--- src/rtl/phy_init_seq.sv ---
// Ethernet PHY power-up sequencer: holds the PHY in reset, waits for it to settle,
// then writes a configuration table over the MDIO req/ack handshake and flags done or error.
module phy_init_seq #(
  parameter int         RST_CYCLES     = 255,
  parameter int         WAIT_CYCLES    = 1000,
  parameter int         NUM_REGS       = 4,
  parameter int         IDX_W          = 4,
  parameter logic [4:0] PHY_ADDR       = 5'd1,
  parameter int         TIMEOUT_CYCLES = 4096
) (
  input  logic             clk,
  input  logic             rst,
  input  logic             restart,
  output logic             phy_rst_n,
  output logic [IDX_W-1:0] cfg_idx,
  input  logic [4:0]       cfg_reg,
  input  logic [15:0]      cfg_data,
  output logic             mdio_req,
  output logic [4:0]       mdio_phy,
  output logic [4:0]       mdio_reg,
  output logic [15:0]      mdio_wdata,
  input  logic             mdio_ack,
  input  logic             mdio_err,
  output logic             init_done,
  output logic             init_err
);

  typedef enum logic [2:0] {
    S_RST_ASSERT,
    S_SETTLE,
    S_ISSUE,
    S_WAIT_ACK,
    S_DONE,
    S_FAIL
  } state_t;

  localparam logic [15:0]      RST_LAST  = 16'(RST_CYCLES - 1);
  localparam logic [15:0]      WAIT_LAST = 16'(WAIT_CYCLES - 1);
  localparam logic [15:0]      TO_LAST   = 16'(TIMEOUT_CYCLES - 1);
  localparam logic [IDX_W-1:0] LAST_IDX  = IDX_W'((NUM_REGS > 0) ? (NUM_REGS - 1) : 0);

  state_t           r_state, w_state;
  logic [15:0]      r_cnt, w_cnt;
  logic [IDX_W-1:0] r_idx, w_idx;
  logic             r_phy_rst_n, w_phy_rst_n;
  logic             r_req, w_req;
  logic [4:0]       r_reg, w_reg;
  logic [15:0]      r_wdata, w_wdata;
  logic             r_done, w_done;
  logic             r_err, w_err;

  always_ff @(posedge clk or posedge rst) begin
    if (rst) begin
      r_state     <= S_RST_ASSERT;
      r_cnt       <= '0;
      r_idx       <= '0;
      r_phy_rst_n <= 1'b0;
      r_req       <= 1'b0;
      r_reg       <= '0;
      r_wdata     <= '0;
      r_done      <= 1'b0;
      r_err       <= 1'b0;
    end else begin
      r_state     <= w_state;
      r_cnt       <= w_cnt;
      r_idx       <= w_idx;
      r_phy_rst_n <= w_phy_rst_n;
      r_req       <= w_req;
      r_reg       <= w_reg;
      r_wdata     <= w_wdata;
      r_done      <= w_done;
      r_err       <= w_err;
    end
  end

  // Status flags follow the terminal state one cycle late, so they can never both be set.
  always_comb begin
    w_state     = r_state;
    w_cnt       = r_cnt + 16'd1;
    w_idx       = r_idx;
    w_phy_rst_n = r_phy_rst_n;
    w_req       = r_req;
    w_reg       = r_reg;
    w_wdata     = r_wdata;
    w_done      = 1'b0;
    w_err       = 1'b0;

    case (r_state)
      S_RST_ASSERT: begin
        if (r_cnt == RST_LAST) begin
          w_phy_rst_n = 1'b1;
          w_cnt       = '0;
          w_state     = S_SETTLE;
        end
      end
      S_SETTLE: begin
        if (r_cnt == WAIT_LAST) begin
          w_cnt   = '0;
          w_state = (NUM_REGS == 0) ? S_DONE : S_ISSUE;
        end
      end
      S_ISSUE: begin
        w_reg   = cfg_reg;
        w_wdata = cfg_data;
        w_req   = 1'b1;
        w_cnt   = '0;
        w_state = S_WAIT_ACK;
      end
      S_WAIT_ACK: begin
        // An ack landing on the timeout cycle is honoured ahead of the timeout.
        if (mdio_ack) begin
          w_req = 1'b0;
          w_cnt = '0;
          if (mdio_err) begin
            w_state = S_FAIL;
          end else if (r_idx == LAST_IDX) begin
            w_state = S_DONE;
          end else begin
            w_idx   = r_idx + 1'b1;
            w_state = S_ISSUE;
          end
        end else if (r_cnt == TO_LAST) begin
          w_req   = 1'b0;
          w_cnt   = '0;
          w_state = S_FAIL;
        end
      end
      S_DONE: begin
        w_cnt  = '0;
        w_done = 1'b1;
      end
      S_FAIL: begin
        w_cnt = '0;
        w_err = 1'b1;
      end
      default: begin
        w_cnt   = '0;
        w_state = S_RST_ASSERT;
      end
    endcase

    if (restart) begin
      w_state     = S_RST_ASSERT;
      w_cnt       = '0;
      w_idx       = '0;
      w_phy_rst_n = 1'b0;
      w_req       = 1'b0;
      w_reg       = '0;
      w_wdata     = '0;
      w_done      = 1'b0;
      w_err       = 1'b0;
    end
  end

  assign phy_rst_n  = r_phy_rst_n;
  assign cfg_idx    = r_idx;
  assign mdio_req   = r_req;
  assign mdio_phy   = PHY_ADDR;
  assign mdio_reg   = r_reg;
  assign mdio_wdata = r_wdata;
  assign init_done  = r_done;
  assign init_err   = r_err;

endmodule

--- config.mk ---
export PLATFORM = sky130hd
export DESIGN_NAME = phy_init_seq
export DESIGN_NICKNAME = d
export VERILOG_FILES = /design/src/rtl/phy_init_seq.sv
export SDC_FILE = /design/constraint.sdc
export NUM_CORES = 1
export LEC_CHECK = 0
export CORE_MARGIN = 4
export CORE_UTILIZATION = 25
export CTS_BUF_LIST = sky130_fd_sc_hd__clkbuf_8
export DETAILED_ROUTE_END_ITERATION = 12
export PLACE_DENSITY = 0.55
export RECOVER_POWER = 50
export SETUP_SLACK_MARGIN = 0.1
export SYNTH_ARGS = -nofsm -noshare
export SYNTH_HDL_FRONTEND = slang
export SYNTH_SLANG_ARGS = --single-unit
--- constraint.sdc ---
create_clock -name clk -period 2 [get_ports clk]
set_input_delay 0.2 -clock clk [delete_from_list [all_inputs] [get_ports clk]]
set_output_delay 0.2 -clock clk [all_outputs]
set_load 0.05 [all_outputs]
==> impl_metrics.env <==
export IMPL_status="completed"
export IMPL_clock_tree_buffer_depth=2
export IMPL_switching_power_mw=0.9004
export IMPL_max_freq_mhz=555.5
export IMPL_cts_sinks=48
export IMPL_finalNetCount=294
export IMPL_start_kind="flip-flop"
export IMPL_maxCapViolations=0
export IMPL_cellLeakagePower_nw=1.276
export IMPL_fp_dieW_um=105.2
export IMPL_place_gp_congestion=0.7980
export IMPL_yosys_top_cells_area="dfrtp_1 (51%), a22o_1 (7.8%), a211oi_1 (5.1%)"
export IMPL_cts_tree="done"
export IMPL_ir_drop_mv=0.4064
export IMPL_grt_overflow=0
export IMPL_vias=1793
export IMPL_initial_core_util_pct=25.57
export IMPL_regArea_um2=1202
export IMPL_rsz0062_at_grt="true"
export IMPL_grt_max_degree=28
export IMPL_grt_total_usage_pct=10.16
export IMPL_endpoint_kind="flip-flop"
export IMPL_area_growth_pct=34.16
export IMPL_die_y_um=105.2
export IMPL_wire_per_inst_um=13.64
export IMPL_root_buffer="clkbuf_8"
export IMPL_grt_first_pass_wirelength_um=9294
export IMPL_layout_commonest_cell="clkdlybuf4s50_1"
export IMPL_yosysSeqAreaShare_pct=50.85
export IMPL_yosysWarningCount=0
export IMPL_cts_buffers=5
export IMPL_drv_slew=0
export IMPL_synth_avg_cell_area_um2=11.58
export IMPL_worst_slew_pin_slew_ps=1070
export IMPL_fin_skew_ps=9.298
export IMPL_ctsHoldBuffers=0
export IMPL_h_tree_depth=2
export IMPL_drive_gt1_share_pct=12.83
export IMPL_most_common_layout_cells="clkdlybuf4s50_1 (53), dfrtp_1 (47), a22o_1 (21)"
export IMPL_finalHoldViolations=0
export IMPL_slew_headroom_pct=28.58
export IMPL_drt_vias_per_instance=4.551
export IMPL_placementRows=35
export IMPL_synth_area_um2=2362
export IMPL_grt_pass1_vias=1878
export IMPL_holdWs_ps=491.3
export IMPL_wirelength_um=5376
export IMPL_initialDrtViolationCount=59
export IMPL_crit_type="flip-flop to flip-flop"
export IMPL_p_int_mw=1.596
export IMPL_dr_pass1_iters=4
export IMPL_synthCells=204
export IMPL_clkTransAtPathRegs_ps=90
export IMPL_swShare_pct=36.07
export IMPL_yosysTopAreaCell="dfrtp_1"
export IMPL_combPwrFrac_pct=31.6
export IMPL_dp_hpwl_um=4007
export IMPL_synth_top_area_share_pct=50.85
export IMPL_hold_path_class="input pin to flip-flop"
export IMPL_ant_nets=0
export IMPL_io_pins=60
export IMPL_antenna_found_initial=0
export IMPL_synth_edf_count=0
export IMPL_core_area_um2=9240
export IMPL_fillers=942
export IMPL_synth_distinct_cells=48
export IMPL_finalSetupViolCount=0
export IMPL_critPathMaxFanout=7
export IMPL_clockPowerShare_pct=22.7
export IMPL_n_antenna_cell=0
export IMPL_multi_input_area_um2=1061
export IMPL_power_density_nw_per_um2=787.6
export IMPL_drcViolationCount=0
export IMPL_setup_tns_ps=0
export IMPL_ys_ff_latch=48
export IMPL_period_share_pct=90.01
export IMPL_fin_crit_ps=1800
export IMPL_critPathRequiredTime_ps=2200
export IMPL_dieArea_um2=11070
export IMPL_synthFlopType="dfrtp_1"
export IMPL_async_flop_share_pct=100.0
export IMPL_arrival_ps=2000
export IMPL_portBuffers=54
export IMPL_seqPwrFrac_pct=45.7
export IMPL_clk_latency_ps=300
[cell usage after synthesis, types with 4 or more instances]
master    count
nand2_1       5
a22o_1       21
clkbuf_1      6
nor2_1       13
inv_1         6
xor2_1        7
dfrtp_1      48
nand4_1       6
nand2b_1      4
xnor2_1       9
nor4_1        4
a211oi_1     16
buf_4         6
nor3_1        5
nand3_1       5
[metal layers]
metal / share of wire [%] / global-route usage, % / up-vias
met2: 43 / 15.03 / 57
met4: 0.58 / 1.968 / 0
met3: 8.5 / 4.138 / 4
met5: 0 / 0 / -
li1: - / - / 881
met1: 48 / 14.00 / 851
[cells by family after synthesis]
family,after synthesis,synth area share (%)
AO/OA/AOI/OAI,52,19.60
AND/OR/NAND/NOR,61,16.21
multiplexers,1,0.4237
XOR/XNOR,16,5.932
adder cells (fa/ha/maj),3,1.589
flip-flops,48,50.85
buffers and inverters,21,5.084
other,2,0.3179
[timing repair]
action                     CTS  global route
hold endpoints to repair     0             0
setup endpoints to repair    0            19
gates resized for setup      0             5
buffers inserted             0             1
[per-stage QoR]
stage	area, µm²	util [%]	std cells	setup WS [ps]	power [mW]
5_1_grt	3169	34.30	394	95.14	2.632
4_1_cts	3159	34.19	393	103.3	2.534
3_5_place_dp	3078	33.31	386	131.3	1.950
2_1_floorplan	2374	-	207	228.0	1.645
3_3_place_gp	3078	33.31	386	199.6	1.949
6_report	3169	34.30	394	199.8	2.496
[path summary, 6_finish.rpt]
kind,from,to,slack (ps),cells past startpoint
min in group asynchronous,rst,mdio_wdata[4],600,2
worst min register to register,mdio_wdata[5],mdio_wdata[5],510,1
max in group asynchronous,rst,r_cnt[4],720,3
worst max-delay path,r_cnt[5],r_cnt[15],200,4
worst min-delay path,cfg_data[0],mdio_wdata[0],490,2
worst max register to register,r_cnt[5],r_cnt[15],200,4
[worst max-delay path, cell delays in order, from the launching register on]
cell and delay, ps:
dfrtp_1 500, nand4_4 180, or3_1 410, or3_1 370, a221oi_2 250
[power groups by stage]
stage / Clock [mW] / Combinational [mW] / Sequential (mW)
finish: 0.566 / 0.788 / 1.14
global route: 0.625 / 0.850 / 1.16
CTS: 0.597 / 0.796 / 1.14
detailed placement: 0 / 0.796 / 1.15
global placement: 0 / 0.794 / 1.16
floorplan: 0 / 0.313 / 1.33
[final cells by class]
type	instances	share of cell area, %
clock buffers	5	2.171
clock inverters	2	0.3948
inverters	6	0.7106
multi-input cells	138	33.48
flip-flops and latches	48	37.94
well taps	129	5.093
repair buffers	66	20.21
(Power assumes the default switching activity.)
